## src/rtl/clk_meter_pkg.sv

```systemverilog
// rtl/clk_meter_pkg.sv - shared types and width helpers for the clock meter
package clk_meter_pkg;

  typedef enum logic [1:0] {
    IDLE    = 2'd0,
    ARM     = 2'd1,
    MEASURE = 2'd2,
    DONE    = 2'd3
  } state_e;

  localparam int CNT_W_DEF       = 16;
  localparam int WIN_LOG2_DEF    = 4;
  localparam int SYNC_STAGES_DEF = 2;

  // The window sum holds 2^win_log2 counts of cnt_w bits, so it never wraps.
  function automatic int sum_width(input int cnt_w, input int win_log2);
    return cnt_w + win_log2;
  endfunction

endpackage

```

## src/rtl/clk_meter_sync.sv

```systemverilog
// rtl/clk_meter_sync.sv - meas_in synchronizer with rise/fall strobe generation
module clk_meter_sync #(
  parameter int SYNC_STAGES = 2
) (
  input  logic clk,
  input  logic rst_n,
  input  logic meas_i,
  output logic rise_o,
  output logic fall_o
);

  logic [SYNC_STAGES-1:0] sync_q;
  logic                   edge_q;

  // Shift the asynchronous input through the synchronizer, then one more flop for edge detection.
  always_ff @(posedge clk or negedge rst_n) begin
    if (!rst_n) begin
      sync_q <= '0;
      edge_q <= 1'b0;
    end else begin
      sync_q <= {sync_q[SYNC_STAGES-2:0], meas_i};
      edge_q <= sync_q[SYNC_STAGES-1];
    end
  end

  assign rise_o = sync_q[SYNC_STAGES-1] & ~edge_q;
  assign fall_o = ~sync_q[SYNC_STAGES-1] & edge_q;

endmodule

```

## src/rtl/clk_meter.sv

```systemverilog
// rtl/clk_meter.sv - period/high-time/jitter monitor; min/max tracking under CLK_METER_JITTER_EN
module clk_meter
  import clk_meter_pkg::*;
#(
  parameter int CNT_W       = CNT_W_DEF,
  parameter int WIN_LOG2    = WIN_LOG2_DEF,
  parameter int SYNC_STAGES = SYNC_STAGES_DEF
) (
  input  logic             clk,
  input  logic             rst_n,
  input  logic             meas_in,
  input  logic             start,
  input  logic [CNT_W-1:0] lo_limit,
  input  logic [CNT_W-1:0] hi_limit,
  output logic             busy,
  output logic             meas_valid,
  output logic [CNT_W-1:0] period_last,
  output logic [CNT_W-1:0] high_last,
  output logic [CNT_W-1:0] period_avg,
  output logic [CNT_W-1:0] jitter_pp,
  output logic             out_of_range,
  output logic             overflow
);

  localparam int SUM_W = sum_width(CNT_W, WIN_LOG2);
  localparam int N_W   = WIN_LOG2 + 1;
  localparam logic [CNT_W-1:0] CNT_MAX  = '1;
  localparam logic [N_W-1:0]   N_TARGET = N_W'(1) << WIN_LOG2;

  logic rise, fall;

  clk_meter_sync #(
    .SYNC_STAGES(SYNC_STAGES)
  ) u_sync (
    .clk   (clk),
    .rst_n (rst_n),
    .meas_i(meas_in),
    .rise_o(rise),
    .fall_o(fall)
  );

  state_e             state_q, state_d;
  logic [CNT_W-1:0]   cnt_q, cnt_d;
  logic [N_W-1:0]     n_q, n_d;
  logic [SUM_W-1:0]   sum_q, sum_d;
  logic [CNT_W-1:0]   plast_q, plast_d;
  logic [CNT_W-1:0]   hlast_q, hlast_d;
  logic [CNT_W-1:0]   avg_q, avg_d;
  logic               oor_q, oor_d;
  logic               ovf_q, ovf_d;
  logic               sat;
  logic [CNT_W-1:0]   period_w;
  logic [N_W-1:0]     n_inc;
`ifdef CLK_METER_JITTER_EN
  logic [CNT_W-1:0]   min_q, min_d;
  logic [CNT_W-1:0]   max_q, max_d;
  logic [CNT_W-1:0]   jit_q, jit_d;
`endif

  // Free-running period counter that restarts on every rise and sticks at all-ones.
  // Results are loaded on the cycle that enters DONE so they are already valid alongside meas_valid.
  always_comb begin
    state_d  = state_q;
    n_d      = n_q;
    sum_d    = sum_q;
    plast_d  = plast_q;
    hlast_d  = hlast_q;
    avg_d    = avg_q;
    oor_d    = oor_q;
    ovf_d    = ovf_q;
`ifdef CLK_METER_JITTER_EN
    min_d    = min_q;
    max_d    = max_q;
    jit_d    = jit_q;
`endif
    sat      = (cnt_q == CNT_MAX);
    period_w = sat ? CNT_MAX : cnt_q + CNT_W'(1);
    n_inc    = n_q + N_W'(1);

    if (rise)      cnt_d = '0;
    else if (!sat) cnt_d = cnt_q + CNT_W'(1);
    else           cnt_d = cnt_q;

    case (state_q)
      IDLE: begin
        if (start) begin
          state_d = ARM;
          sum_d   = '0;
          n_d     = '0;
          ovf_d   = 1'b0;
          oor_d   = 1'b0;
`ifdef CLK_METER_JITTER_EN
          min_d   = CNT_MAX;
          max_d   = '0;
`endif
        end
      end
      ARM: begin
        // The partial period in flight at start is discarded; counting begins at the first rise.
        if (rise) begin
          state_d = MEASURE;
          n_d     = '0;
        end
      end
      MEASURE: begin
        if (fall) hlast_d = period_w;
        if (rise) begin
          plast_d = period_w;
          sum_d   = sum_q + SUM_W'(period_w);
          n_d     = n_inc;
`ifdef CLK_METER_JITTER_EN
          if (period_w < min_q) min_d = period_w;
          if (period_w > max_q) max_d = period_w;
`endif
          if (n_inc == N_TARGET) begin
            state_d = DONE;
            avg_d   = sum_d[SUM_W-1:WIN_LOG2];
            oor_d   = (avg_d < lo_limit) || (avg_d > hi_limit);
`ifdef CLK_METER_JITTER_EN
            jit_d   = max_d - min_d;
`endif
          end
        end else if (sat) begin
          // Stuck or far-too-slow input: abort, keep the previous average.
          state_d = DONE;
          ovf_d   = 1'b1;
          oor_d   = 1'b1;
`ifdef CLK_METER_JITTER_EN
          jit_d   = '0;
`endif
        end
      end
      DONE: begin
        state_d = IDLE;
      end
      default: begin
        state_d = IDLE;
      end
    endcase
  end

  // State and datapath registers; async reset discards any window in progress.
  always_ff @(posedge clk or negedge rst_n) begin
    if (!rst_n) begin
      state_q <= IDLE;
      cnt_q   <= '0;
      n_q     <= '0;
      sum_q   <= '0;
      plast_q <= '0;
      hlast_q <= '0;
      avg_q   <= '0;
      oor_q   <= 1'b0;
      ovf_q   <= 1'b0;
`ifdef CLK_METER_JITTER_EN
      min_q   <= '0;
      max_q   <= '0;
      jit_q   <= '0;
`endif
    end else begin
      state_q <= state_d;
      cnt_q   <= cnt_d;
      n_q     <= n_d;
      sum_q   <= sum_d;
      plast_q <= plast_d;
      hlast_q <= hlast_d;
      avg_q   <= avg_d;
      oor_q   <= oor_d;
      ovf_q   <= ovf_d;
`ifdef CLK_METER_JITTER_EN
      min_q   <= min_d;
      max_q   <= max_d;
      jit_q   <= jit_d;
`endif
    end
  end

  assign busy         = (state_q != IDLE);
  assign meas_valid   = (state_q == DONE);
  assign period_last  = plast_q;
  assign high_last    = hlast_q;
  assign period_avg   = avg_q;
  assign out_of_range = oor_q;
  assign overflow     = ovf_q;
`ifdef CLK_METER_JITTER_EN
  assign jitter_pp    = jit_q;
`else
  assign jitter_pp    = '0;
`endif

endmodule

```

## config.mk

```make
export PLATFORM = sky130hd
export DESIGN_NAME = clk_meter
export DESIGN_NICKNAME = d
export VERILOG_FILES = /design/src/rtl/clk_meter_pkg.sv /design/src/rtl/clk_meter_sync.sv /design/src/rtl/clk_meter.sv
export SDC_FILE = /design/constraint.sdc
export NUM_CORES = 1
export LEC_CHECK = 0
export ABC_CLOCK_PERIOD_IN_PS = 10500
export BUFFER_PORTS_ARGS = -buffer_cell sky130_fd_sc_hd__buf_2
export CORE_MARGIN = 3
export CORE_UTILIZATION = 40
export DETAILED_ROUTE_END_ITERATION = 10
export HOLD_SLACK_MARGIN = 0.03
export PLACE_DENSITY = 0.63
export SLEW_MARGIN = 25
export SYNTH_ARGS = -nofsm -noshare
export SYNTH_HDL_FRONTEND = slang
export SYNTH_SLANG_ARGS = --single-unit
```

## constraint.sdc

```tcl
create_clock -name clk -period 10.5 [get_ports clk]
set_clock_uncertainty 0.2 [all_clocks]
set_input_delay 1.05 -clock clk [delete_from_list [all_inputs] [get_ports clk]]
set_output_delay 1.05 -clock clk [all_outputs]
set_load 0.02 [all_outputs]
```

* Yosys cells after proc, flatten, opt, wreduce, memory -nomap -nowiden
Cells that the tools add are included.
** Word-level totals
- Flip-flop bits (word level) :: 96
- Bits of input ports :: 36
- Logic and storage cells :: 69
** Cells by class
- Order comparisons :: 2
- Reduce and logical (&&, ||, !) cells :: 13
- Eq/ne operators :: 13
- Multiplexer cells :: 23
- Add/subtract/negate cells :: 3
- Bitwise gates (word level) :: 4
** Operator list (number)
- $mux W16 :: 3
- $mux W20 :: 2
- $pmux W20 S2 :: 1
- $add A20 B16 Y20 :: 1
- $add A16 B1 Y16 const B :: 1
- $eq A16 B16 Y1 const B :: 1
- $gt A16 B16 Y1 :: 1
- $lt A16 B16 Y1 :: 1
- $reduce_and A4 Y1 :: 4
- $mux W5 :: 3
- $pmux W5 S3 :: 1
- $ne A2 B2 Y1 const B :: 6
- $mux W2 :: 5
- $pmux W2 S4 :: 1
- $ne A3 B3 Y1 const B :: 2
- $reduce_and A3 Y1 :: 2
- $add A5 B1 Y5 const B :: 1
- $eq A5 B5 Y1 const B :: 1
- $mux W1 :: 5
- $eq A2 B2 Y1 const B :: 2
- $pmux W1 S2 :: 2
- $reduce_and A2 Y1 :: 2
- $reduce_bool A2 Y1 :: 2
- $reduce_bool A3 Y1 :: 1
- other kinds (5) :: 7

* Longest topological paths before layout
Gate-level depths: netlist (run 1).
- Depth in word-level cells :: 8
- Gate-level depth with buffers :: 25

* Modules after synthesis
Synthesis (run 1) repeated with hierarchy kept, for this count alone.
** Second synthesis, totals
- Cell total of the unflattened synthesis :: 642
- Area total of the unflattened synthesis :: 5940.7 um2
** By module, submodules not included
- clk_meter :: sequential area each 2327.2 um2, area an instance 5850.6 um2, instances 1, cells an instance 637
- clk_meter_sync :: sequential area each 75.1 um2, area an instance 90.1 um2, instances 1, cells an instance 5

* Worst setup path after synthesis (run 1)
OpenSTA, ideal clock, no wires.
- Kind :: reg2reg
- Start :: reg cnt_q[0]
- End :: reg oor_q (netlist: out_of_range)
- Path slack :: 5493 ps
- Buffers on the path :: 1
- Period minus slack after synthesis :: 5007 ps
- Data arrival time :: 4678 ps
- Required time :: 10171 ps
- Stages on the path, launching flop included :: 26
- Cells stage by stage :: dfrtp_1 > ha_1 > nand2_1 > nor4_2 > nand2b_1 > clkbuf_1 > and2_1 > inv_1 > ha_1 > inv_1 > fa_1 > nor2b_1 > o21a_2 > o21ai_2 > a21oi_2 > a31o_4 > mux2i_1 > or4_4 > ha_1 > a21o_1 > a21o_1 > a21oi_1 > o21ai_0 > a21o_1 > a221oi_1 > a21oi_1
** On the way
- Cells in the longest elaborated chain, start to end :: 8
- Elaborated cells on any way between the ends :: 12
- Those cells by class :: 2 x add/sub; 2 x order compare; 2 x eq/ne; 4 x mux; 2 x reduce/logical
** Ends and longest elaborated chain
- from (decl) :: line clk_meter.sv:43 : logic [CNT_W-1:0] cnt_q, cnt_d;
- from (signal assigned) :: line clk_meter.sv:161 : cnt_q <= cnt_d;
- $add A16 B1 Y16 / $eq A16 B16 Y1 (equally long branches) :: line clk_meter.sv:77, clk_meter.sv:76
- $mux W16 (*) :: line clk_meter.sv:77 : period_w = sat ? CNT_MAX : cnt_q + CNT_W'(1);
- net period_w[0] :: line clk_meter.sv:52 : logic [CNT_W-1:0] period_w;
- $add A20 B16 Y20 (*) :: line clk_meter.sv:109 : sum_d = sum_q + SUM_W'(period_w);
- $lt A16 B16 Y1 / $gt A16 B16 Y1 (equally long branches) :: line clk_meter.sv:118 : oor_d = (avg_d < lo_limit) || (avg_d > hi_limit);
- $logic_or A1 B1 Y1 (*) :: line clk_meter.sv:118
- $mux W1 (*) :: line clk_meter.sv:115 : if (n_inc == N_TARGET) begin
- $mux W1 (*) :: line clk_meter.sv:107 : if (rise) begin
- $pmux W1 S2 (*) :: line clk_meter.sv:84 : case (state_q)
- to (signal assigned) :: line clk_meter.sv:167 : oor_q <= oor_d;
- to (decl) :: line clk_meter.sv:49 : logic oor_q, oor_d;
The timed path passes the listed nets; every way through them passes the cells marked *. The select of a mux whose other input is x is not followed.
A chain may end at the register's enable or synchronous reset.

* Worst setup path after layout (run 1)
Same ends and word-level chain as after synthesis.

==> impl_metrics.py, run 1 <==
metrics = {
    "die": {
        "core_um2": 14100,
        "die_h_um": 127,
        "num_rows": 43,
        "start_util": 0.417,
        "dieArea_um2": 16200,
        "ioPinCount": 104,
        "die_w_um": 127,
    },
    "setup_path": {
        "rrSetupSlack_ns": 4.82,
        "reg2reg_from": "cnt_q[0]",
        "worstRegToRegCells": 20,
        "cp_slowest_cell": "o311ai_0",
        "cp_slowest_stage_delay_ns": 0.81,
        "r2r-end": "out_of_range",
        "startpoint": "cnt_q[0]",
        "end_kind": "register",
        "critical_path.top_delay_family": "compound AO/OA/AOI/OAI gates",
        "critPathMaxFanout": 15,
        "arrival_ns": 5.71,
        "path_buf_inv": 1,
        "critPathLaunchType": "register",
        "crit_chain": "ha_1 > nand2_1 > nor4_2 > nand2b_1 > a21boi_0 > inv_1 > ha_1 > a21oi_1 > a31oi_1 > a211oi_2 > a211oi_2 > o311ai_0 > ha_1 > a21o_1 > a21o_1 > a21oi_1 > o21ai_0 > a21o_1 > a221oi_1 > a21oi_1",
        "cp.required_ns": 10.53,
        "crit_type": "register to register",
    },
    "sta": {
        "finalHoldViolCount": 0,
        "layout_worst_path_cycle_share": 0.541,
        "tightest_slew_ns": 0.893,
        "timing.final.max_slew_violations": 0,
        "grt_setup_unrepaired": "false",
        "fin_setup_tns_ns": 0,
        "fmax_mhz": 176,
        "setup_viol": 0,
        "slew_headroom": 0.397,
        "layout_min_cycle_time_ns": 5.68,
        "hold_slack_ns": 0.166,
    },
    "placement": {
        "place.gp.congestion": 0.907,
        "place_hpwl_um": 10500,
        "place_inst": 878,
        "placed_area_um2": 6430,
        "port_buffers": 87,
    },
    "final_layout": {
        "most-common-layout-cells": "dfrtp_1 (96), buf_2 (86), nand2_1 (64)",
        "areaGrowthSynthToFinish_pct": 14.3,
        "diodes": 0,
        "multi_input_area_um2": 3110,
        "layoutNonFillerInstCount": 894,
        "layout-drive-gt1-share": 0.192,
        "nNetsFinal": 802,
        "fin_area_um2": 6740,
        "n_fill_cell": 1379,
        "regArea_um2": 2400,
        "final_core_util": 0.476,
        "final_common_cell": "dfrtp_1",
    },
    "grt": {
        "grt_pass1_vias": 4742,
        "grt_overflow": 0,
        "grt_max_degree": 67,
        "global_route.usage.total": 0.178,
        "grt_pass1_wl_um": 23400,
        "antenna_found_initial": 0,
    },
    "detailed_routing": {
        "via_per_inst": 5.22,
        "routed_wl_um": 13900,
        "detail-route-antenna-nets": 0,
        "routed-via-count": 4670,
        "drc": 0,
        "wl_per_cell_um": 15.6,
        "first_pass_iters": 4,
        "drtIter0Drc": 214,
    },
    "clock_network": {
        "post_cts_buffers": 0,
        "cts-resized-gates": 0,
        "insertion_delay_ns": 0.35,
        "cts_buffer_depth": 2,
        "h-tree-depth": 3,
        "cts_num_sinks": 96,
        "cts.hold.buffers_added": 0,
        "clkTransAtPathRegs_ns": 0.07,
        "cts_made_buffers": 9,
        "root_buffer": "clkbuf_16",
        "cts_tree": "built",
    },
    "power_and_ir_drop": {
        "peakVddDrop_uv": 112,
        "p_per_area_nw_per_um2": 153,
        "leakage_uw": 0.00366,
    },
    "synth": {
        "synth-async-reset-ratio": 1.00,
        "syn_area_per_cell_um2": 9.33,
        "synth_top_family_by_area": "compound AO/OA/AOI/OAI gates",
        "synthSimpleGateAreaFrac": 0.160,
        "synth_xor_area_frac": 0.0312,
        "synth_compound_area_frac": 0.162,
        "synth_fa_ha_area_frac": 0.120,
        "synthMuxAreaShare": 0.0431,
        "ys_ff_latch": 96,
        "ys_warn_count": 0,
        "yosysUniqueCellTypes": 60,
        "seq_area_frac_synth": 0.408,
        "synth_edf_count": 0,
        "syn_area_um2": 5890,
        "synth-main-ff-cell": "dfrtp_1",
        "netlist_instances": 632,
    },
    "min_path": {
        "min_delay_path_depth": 0,
        "hp-class": "register to register",
        "worstHoldStart": "u_sync.sync_q[0]",
        "holdPathEnd": "u_sync.sync_q[1]",
    },
    "status": {
        "status": "completed",
    },
    "run": {
        "maxCapViolCount": 0,
    },
}
## layer usage
layer / GRT usage / wire length, um
met5: 0 / 0
met4: 0.0631 / 245
met3: 0.0276 / 549
met2: 0.297 / 6860
met1: 0.235 / 6250
## cells in the mapped netlist, drive strengths merged, types with 2 or more instances
cell | instances | area, um2
mux2i | 7 | 70.1
a311o | 2 | 20.0
ha | 55 | 688
and2 | 10 | 62.6
nand2 | 65 | 244
nand4 | 15 | 93.8
o21a | 2 | 16.3
a21oi | 24 | 128
dfrtp | 96 | 2400
a211oi | 4 | 40.0
and3 | 4 | 25.0
nand3 | 13 | 65.1
a31o | 3 | 35.0
or3 | 2 | 12.5
a21boi | 2 | 15.0
o21bai | 3 | 22.5
a21o | 16 | 120
xnor2 | 14 | 123
o21ai | 55 | 279
a31oi | 5 | 37.5
clkbuf | 20 | 75.1
nor3b | 3 | 22.5
nor2b | 10 | 62.6
inv | 62 | 233
xor2 | 7 | 61.3
buf | 19 | 135
a2111oi | 2 | 36.3
nor2 | 39 | 146
a22o | 15 | 131
nor3 | 9 | 45.0
nand3b | 5 | 37.5
a221oi | 2 | 17.5
mux2 | 16 | 184
nand2b | 10 | 62.6
## final cells by class
type                            count  share of cell area
Clock buffer                       11              0.0360
Timing Repair Buffer               91              0.0700
Multi-Input combinational cell    450               0.461
Inverter                           62              0.0345
Clock inverter                      4             0.00817
Sequential cell                    96               0.356
Tap cell                          180              0.0334
## power by group
group | internal [uW] | switching [uW] | leakage [uW]
logic | 85.6 | 179 | 0.00221
clock network | 191 | 148 | 0.000142
registers | 403 | 25.8 | 0.00132
## worst max-delay path by stage
stage	end	slack, ns	cells after the start
after floorplan	out_of_range	5.49	25
after global placement	out_of_range	5.19	20
after detailed placement	out_of_range	4.87	20
after CTS	out_of_range	4.90	20
after global routing	out_of_range	4.42	20
final	out_of_range	4.82	20
## kinds of logic after synthesis
family                   after synthesis
AND/OR/NAND/NOR                      192
AO/OA/AOI/OAI                        142
buffers and inverters                101
flip-flops                            96
adder cells (fa/ha/maj)               56
multiplexers                          23
XOR/XNOR                              21
other                                  1
## stage by stage
step | setup WS [ns] | total power, uW
global placement | 5.19 | 692
finish | 4.82 | 1030
detailed placement | 4.87 | 702
CTS | 4.90 | 1040
global route | 4.42 | 1100
floorplan | 5.49 | 622
## flip-flops by register name (all words and copies together) (netlist names)
name and count:
sum_q 20, cnt_q 16, high_last 16, period_avg 16, period_last 16, n_q 5, state_q 2, u_sync.sync_q 2
out_of_range 1, overflow 1, u_sync.edge_q 1
(Power assumes the default switching activity.)
==> inputs of run 2 (changes only) <==
--- a/config.mk
+++ b/config.mk
@@ -5,13 +5,13 @@
 export SDC_FILE = /design/constraint.sdc
 export NUM_CORES = 1
 export LEC_CHECK = 0
-export ABC_CLOCK_PERIOD_IN_PS = 10500
+export ABC_CLOCK_PERIOD_IN_PS = 5100
 export BUFFER_PORTS_ARGS = -buffer_cell sky130_fd_sc_hd__buf_2
 export CORE_MARGIN = 3
 export CORE_UTILIZATION = 40
 export DETAILED_ROUTE_END_ITERATION = 10
 export HOLD_SLACK_MARGIN = 0.03
-export PLACE_DENSITY = 0.63
+export PLACE_DENSITY = 0.66
 export SLEW_MARGIN = 25
 export SYNTH_ARGS = -nofsm -noshare
 export SYNTH_HDL_FRONTEND = slang
==> constraint.sdc (replaced) <==
create_clock -name clk -period 5.1 [get_ports clk]
set_clock_uncertainty 0.2 [all_clocks]
set_input_delay 0.51 -clock clk [delete_from_list [all_inputs] [get_ports clk]]
set_output_delay 0.51 -clock clk [all_outputs]
set_load 0.02 [all_outputs]
==> run 2 against run 1 <==
Compared with the run above: fmax rose by 15%; die area unchanged; global-route usage increased by 0.16 points; routed wire length is 6.3% higher; largest cell class unchanged; clock power increased by 130%; sequential share of layout area decreased by 2.0 points; hold slack got worse by 0.11 ns; critical endpoint unchanged; cell area grew 5.9%; critical path depth is 3 higher; setup slack lost 4.7 ns; first-iteration DRC count up 9.3%.
==> impl_metrics.py, run 2 (synthesized netlist as in run 1, its figures left out) <==
metrics = {
    "sta": {
        "fmax_mhz": 202,
        "finalHoldViolCount": 0,
        "timing.final.max_slew_violations": 0,
        "setup_viol": 0,
        "tightest_slew_ns": 0.786,
        "fin_setup_tns_ns": 0,
        "slew_headroom": 0.475,
        "layout_worst_path_cycle_share": 0.971,
        "layout_min_cycle_time_ns": 4.95,
        "timing.final.ws_setup_ns": 0.148,
    },
    "setup_path": {
        "crit_type": "register to register",
        "critPathMaxFanout": 7,
        "end_kind": "register",
        "arrival_ns": 4.99,
        "cp.required_ns": 5.14,
        "critPathLaunchType": "register",
    },
    "final_layout": {
        "diodes": 0,
        "most-common-layout-cells": "dfrtp_1 (96), buf_2 (86), nand2_1 (64)",
        "largest_reg_flops": 20,
        "final_common_cell": "dfrtp_1",
        "layout-drive-gt1-share": 0.252,
        "fin_area_um2": 7140,
        "regMostFlops": "sum_q",
        "final_core_util": 0.504,
        "nNetsFinal": 836,
        "areaGrowthSynthToFinish_pct": 21.1,
    },
    "die": {
        "start_util": 0.417,
        "ioPinCount": 104,
        "die_h_um": 127,
        "num_rows": 43,
        "core_um2": 14100,
        "dieArea_um2": 16200,
        "die_w_um": 127,
    },
    "grt": {
        "grt_overflow": 0,
        "global_route.usage.total": 0.180,
        "grt_pass1_wl_um": 23600,
        "grt_max_degree": 51,
        "grt_pass1_vias": 4827,
        "antenna_found_initial": 0,
    },
    "clock_network": {
        "cts_num_sinks": 96,
        "root_buffer": "clkbuf_16",
        "clkTransAtPathRegs_ns": 0.07,
        "cts_buffer_depth": 2,
        "cts_made_buffers": 9,
        "insertion_delay_ns": 0.35,
        "cts_tree": "built",
        "h-tree-depth": 3,
    },
    "detailed_routing": {
        "first_pass_iters": 6,
        "drtIter0Drc": 234,
        "wl_per_cell_um": 15.9,
        "routed_wl_um": 14800,
        "drc": 0,
        "via_per_inst": 5.17,
        "detail-route-antenna-nets": 0,
        "routed-via-count": 4805,
    },
    "min_path": {
        "hp-class": "input pin to register",
    },
    "status": {
        "status": "completed",
    },
    "placement": {
        "place.gp.congestion": 0.942,
        "port_buffers": 87,
        "dp_worst_setup_slack_ns": -0.0596,
        "placed_area_um2": 6550,
        "place_hpwl_um": 10800,
    },
    "run": {
        "maxCapViolCount": 0,
    },
    "power_and_ir_drop": {
        "leakage_uw": 0.00387,
        "p_per_area_nw_per_um2": 313,
        "peakVddDrop_uv": 268,
    },
}
run 2: cell count changes in the layout (fill, tap and decap cells not counted), sizes merged:
cell / change
clkinvlp: -1
clkbuf: -2
bufinv: +1
buf: +33
dlygate4sd3: +1
inv: +3
run 2: timing repair:
action,CTS,global route
gates resized for setup,1,28
endpoints found under the setup margin,1,1
hold buffers,1,0
endpoints found under the hold margin,46,0
pin swaps,2,13
setup buffers,2,15
run 2: cell type report:
type	count	area [um2]
clock inverter	7	103
sequential	96	2400
timing repair buffer	125	733
tap	180	225
fill	1254	7010
multi-input combinational	450	3210
clock buffer	9	225
inverter	62	233
run 2: final timing paths:
check / slack, ns / startpoint / cells after the start / endpoint
max: 0.15 / cnt_q[0] / 23 / out_of_range
min: 0.06 / meas_in / 1 / u_sync.sync_q[0]
max reg2reg: 0.15 / cnt_q[0] / 23 / out_of_range
min reg2reg: 0.16 / u_sync.sync_q[0] / 0 / u_sync.sync_q[1]
max in group asynchronous: 3.10 / rst_n / 3 / period_avg[1]
min in group asynchronous: 0.49 / rst_n / 2 / period_last[3]
run 2: per-stage QoR:
step	power, uW	cells	hold WS, ns
after CTS	2220	913	0.0514
after global routing	2350	929	0.0520
after global placement	1430	894	0.147
after detailed placement	1450	894	0.144
final	2230	929	0.0589
after floorplan	1280	647	0.0144
run 2: worst max-delay path: stages, from the launching register on:
cell	delay, ns
dfrtp_1	0.44
ha_4	0.17
nand2_2	0.08
nor4_4	0.25
nand2b_1	0.15
buf_4	0.16
buf_4	0.15
and2_1	0.19
inv_1	0.07
ha_1	0.29
nand4_1	0.13
a31oi_1	0.12
a211oi_2	0.30
buf_4	0.18
nor2b_1	0.05
or2_2	0.29
a31oi_2	0.28
o31a_1	0.29
ha_1	0.29
a21oi_1	0.15
o21ai_0	0.09
a21o_1	0.18
a221oi_2	0.23
a21oi_1	0.10
run 2: metal layers:
layer	global-route usage	vias up	wire length (um)
met3	0.0280	14	464
met2	0.314	98	7490
met4	0.0498	0	165
li1	-	2370	-
met5	0	-	0
met1	0.230	2323	6670
run 2: report_power, final:
| part | internal [uW] | total [uW] | switching [uW] |
|---|---|---|---|
| Clock | 437 | 765 | 328 |
| Sequential | 829 | 892 | 62.6 |
| Combinational | 193 | 576 | 383 |
==> inputs of run 3 (changes only) <==
--- a/config.mk
+++ b/config.mk
@@ -8,10 +8,10 @@
 export ABC_CLOCK_PERIOD_IN_PS = 5100
 export BUFFER_PORTS_ARGS = -buffer_cell sky130_fd_sc_hd__buf_2
 export CORE_MARGIN = 3
-export CORE_UTILIZATION = 40
+export CORE_UTILIZATION = 36
 export DETAILED_ROUTE_END_ITERATION = 10
 export HOLD_SLACK_MARGIN = 0.03
-export PLACE_DENSITY = 0.66
+export PLACE_DENSITY = 0.61
 export SLEW_MARGIN = 25
 export SYNTH_ARGS = -nofsm -noshare
 export SYNTH_HDL_FRONTEND = slang
==> run 3 against run 2 <==
Compared with the run above: first-iteration DRC count fell by 5.6%; sequential power down 0.4%; power shrank 4.3%; combinational power shrank 0.9%; sequential share of layout area rose by 0.23 points; setup slack improved by 0.033 ns; clock power is 11% lower; non-clock buffer count shrank 3; register-to-register slack gained 0.03 ns; sequential cell count did not move; via count decreased by 3.2%; highest routed layer unchanged.
==> impl_metrics.py, run 3 (synthesized netlist as in run 1, its figures left out) <==
metrics = {
    "power_and_ir_drop": {
        "clkPwrFrac": 0.317,
        "p_int_uw": 1370,
        "pwr-share-seq": 0.415,
        "peakVddDrop_uv": 177,
        "p_sw_uw": 771,
        "leakage_uw": 0.00386,
        "p_per_area_nw_per_um2": 301,
        "p_comb_frac": 0.267,
        "sw_frac_of_total": 0.361,
    },
    "setup_path": {
        "cp.required_ns": 5.14,
        "arrival_ns": 4.96,
        "critPathMaxFanout": 7,
        "end_kind": "register",
        "crit_type": "register to register",
        "reg2reg_from": "cnt_q[2]",
        "critPathLaunchType": "register",
        "rrSetupSlack_ns": 0.18,
        "worstRegToRegCells": 20,
        "r2r-end": "out_of_range",
    },
    "sta": {
        "layout_min_cycle_time_ns": 4.92,
        "layout_worst_path_cycle_share": 0.965,
        "hold_slack_ns": 0.0566,
        "fmax_mhz": 203,
        "finalHoldViolCount": 0,
        "timing.final.ws_setup_ns": 0.180,
        "setup_viol": 0,
        "tightest_slew_ns": 0.838,
        "timing.final.max_slew_violations": 0,
        "slew_headroom": 0.442,
    },
    "die": {
        "core_um2": 15900,
        "die_w_um": 134,
        "ioPinCount": 104,
        "num_rows": 46,
        "die_h_um": 134,
        "start_util": 0.370,
        "dieArea_um2": 17900,
    },
    "clock_network": {
        "root_buffer": "clkbuf_16",
        "h-tree-depth": 3,
        "cts_made_buffers": 9,
        "cts.hold.buffers_added": 0,
        "cts_buffer_depth": 2,
        "clkTransAtPathRegs_ns": 0.08,
        "cts_num_sinks": 96,
        "cts_tree": "built",
        "insertion_delay_ns": 0.35,
    },
    "placement": {
        "place.gp.congestion": 0.852,
        "port_buffers": 87,
        "place_hpwl_um": 10300,
        "dp_worst_setup_slack_ns": 0.0428,
    },
    "detailed_routing": {
        "routed_wl_um": 13900,
        "detail-route-antenna-nets": 0,
        "drc": 0,
        "drtIter0Drc": 221,
        "routed-via-count": 4650,
        "via_per_inst": 4.83,
        "wl_per_cell_um": 14.5,
        "first_pass_iters": 5,
    },
    "grt": {
        "grt_pass1_wl_um": 22900,
        "grt_pass1_vias": 4597,
        "antenna_found_initial": 0,
        "grt_overflow": 0,
        "global_route.usage.total": 0.158,
        "grt_max_degree": 66,
    },
    "min_path": {
        "hp-class": "input pin to async pin",
    },
    "final_layout": {
        "areaGrowthSynthToFinish_pct": 20.3,
        "layout-drive-gt1-share": 0.247,
        "diodes": 0,
        "n_fill_cell": 1579,
        "largest_reg_flops": 20,
        "most-common-layout-cells": "dfrtp_1 (95), buf_2 (86), nand2_1 (65)",
        "regMostFlops": "sum_q",
        "final_common_cell": "dfrtp_1",
        "nNetsFinal": 833,
    },
    "run": {
        "maxCapViolCount": 0,
    },
    "status": {
        "status": "completed",
    },
}
-- run 3: cell types whose count changed in the layout (fill, tap and decap cells not counted), sizes merged --
| cell | delta |
|---|---|
| bufinv | -2 |
| clkinvlp | +1 |
| dlygate4sd3 | -1 |
| buf | -2 |
| clkinv | -1 |
| inv | +2 |
-- run 3: power by group through the flow --
stage               Sequential (uW)  Combinational (uW)  Clock (uW)
floorplan                       925                 357           0
global placement                897                 543           0
detailed placement              897                 551           0
CTS                             882                 553         701
global route                    899                 652         730
finish                          888                 571         678
-- run 3: critical path: stages, from the launching register on --
cell and delay (ns):
dfrtp_1 0.45, nand3_4 0.14, nor2_4 0.16, nand4_1 0.26
buf_4 0.23, a21boi_2 0.14, inv_1 0.06, ha_1 0.39
a2111oi_4 0.39, a21oi_2 0.12, a31o_4 0.27, a311o_2 0.43
a31o_2 0.27, nand2_1 0.08, ha_1 0.24, a21o_1 0.16
a21oi_1 0.17, o21ai_0 0.11, a21o_1 0.17, a221oi_2 0.27
a21oi_1 0.10
-- run 3: final cells by class --
class | instances | area, um2 | area share
inverter | 62 | 233 | 0.0328
clock buffer | 9 | 225 | 0.0318
multi-input combinational | 450 | 3190 | 0.450
tap | 216 | 270 | 0.0381
timing repair buffer | 122 | 704 | 0.0993
sequential | 96 | 2400 | 0.339
clock inverter | 7 | 61.3 | 0.00865
-- run 3: worst max path at each step --
| stage | from | to |
|---|---|---|
| after CTS | cnt_q[0] | out_of_range |
| after global routing | cnt_q[3] | out_of_range |
| after global placement | cnt_q[0] | out_of_range |
| final | cnt_q[2] | out_of_range |
| after detailed placement | cnt_q[0] | out_of_range |
| after floorplan | cnt_q[0] | out_of_range |
-- run 3: layer usage --
metal | track usage | part of all wire | vias to the layer above
met4 | 0.0509 | 0.014 | 0
li1 | - | - | 2365
met2 | 0.262 | 0.50 | 87
met3 | 0.0240 | 0.031 | 17
met1 | 0.212 | 0.46 | 2181
met5 | 0 | 0 | -
-- run 3: through the flow --
step	instance area (um2)	power (uW)	util	TNS (ns)	cells
6_report	7090	2140	0.445	0	962
5_1_grt	7090	2280	0.445	-0.0685	962
4_1_cts	6920	2140	0.434	0	951
3_5_place_dp	6630	1450	0.416	0	935
3_3_place_gp	6630	1440	0.416	0	935
2_1_floorplan	5950	1280	-	0	647
-- run 3: repair_timing --
item | CTS | global route
setup buffers | 0 | 10
gates resized for setup | 0 | 25
endpoints found under the setup margin | 0 | 1
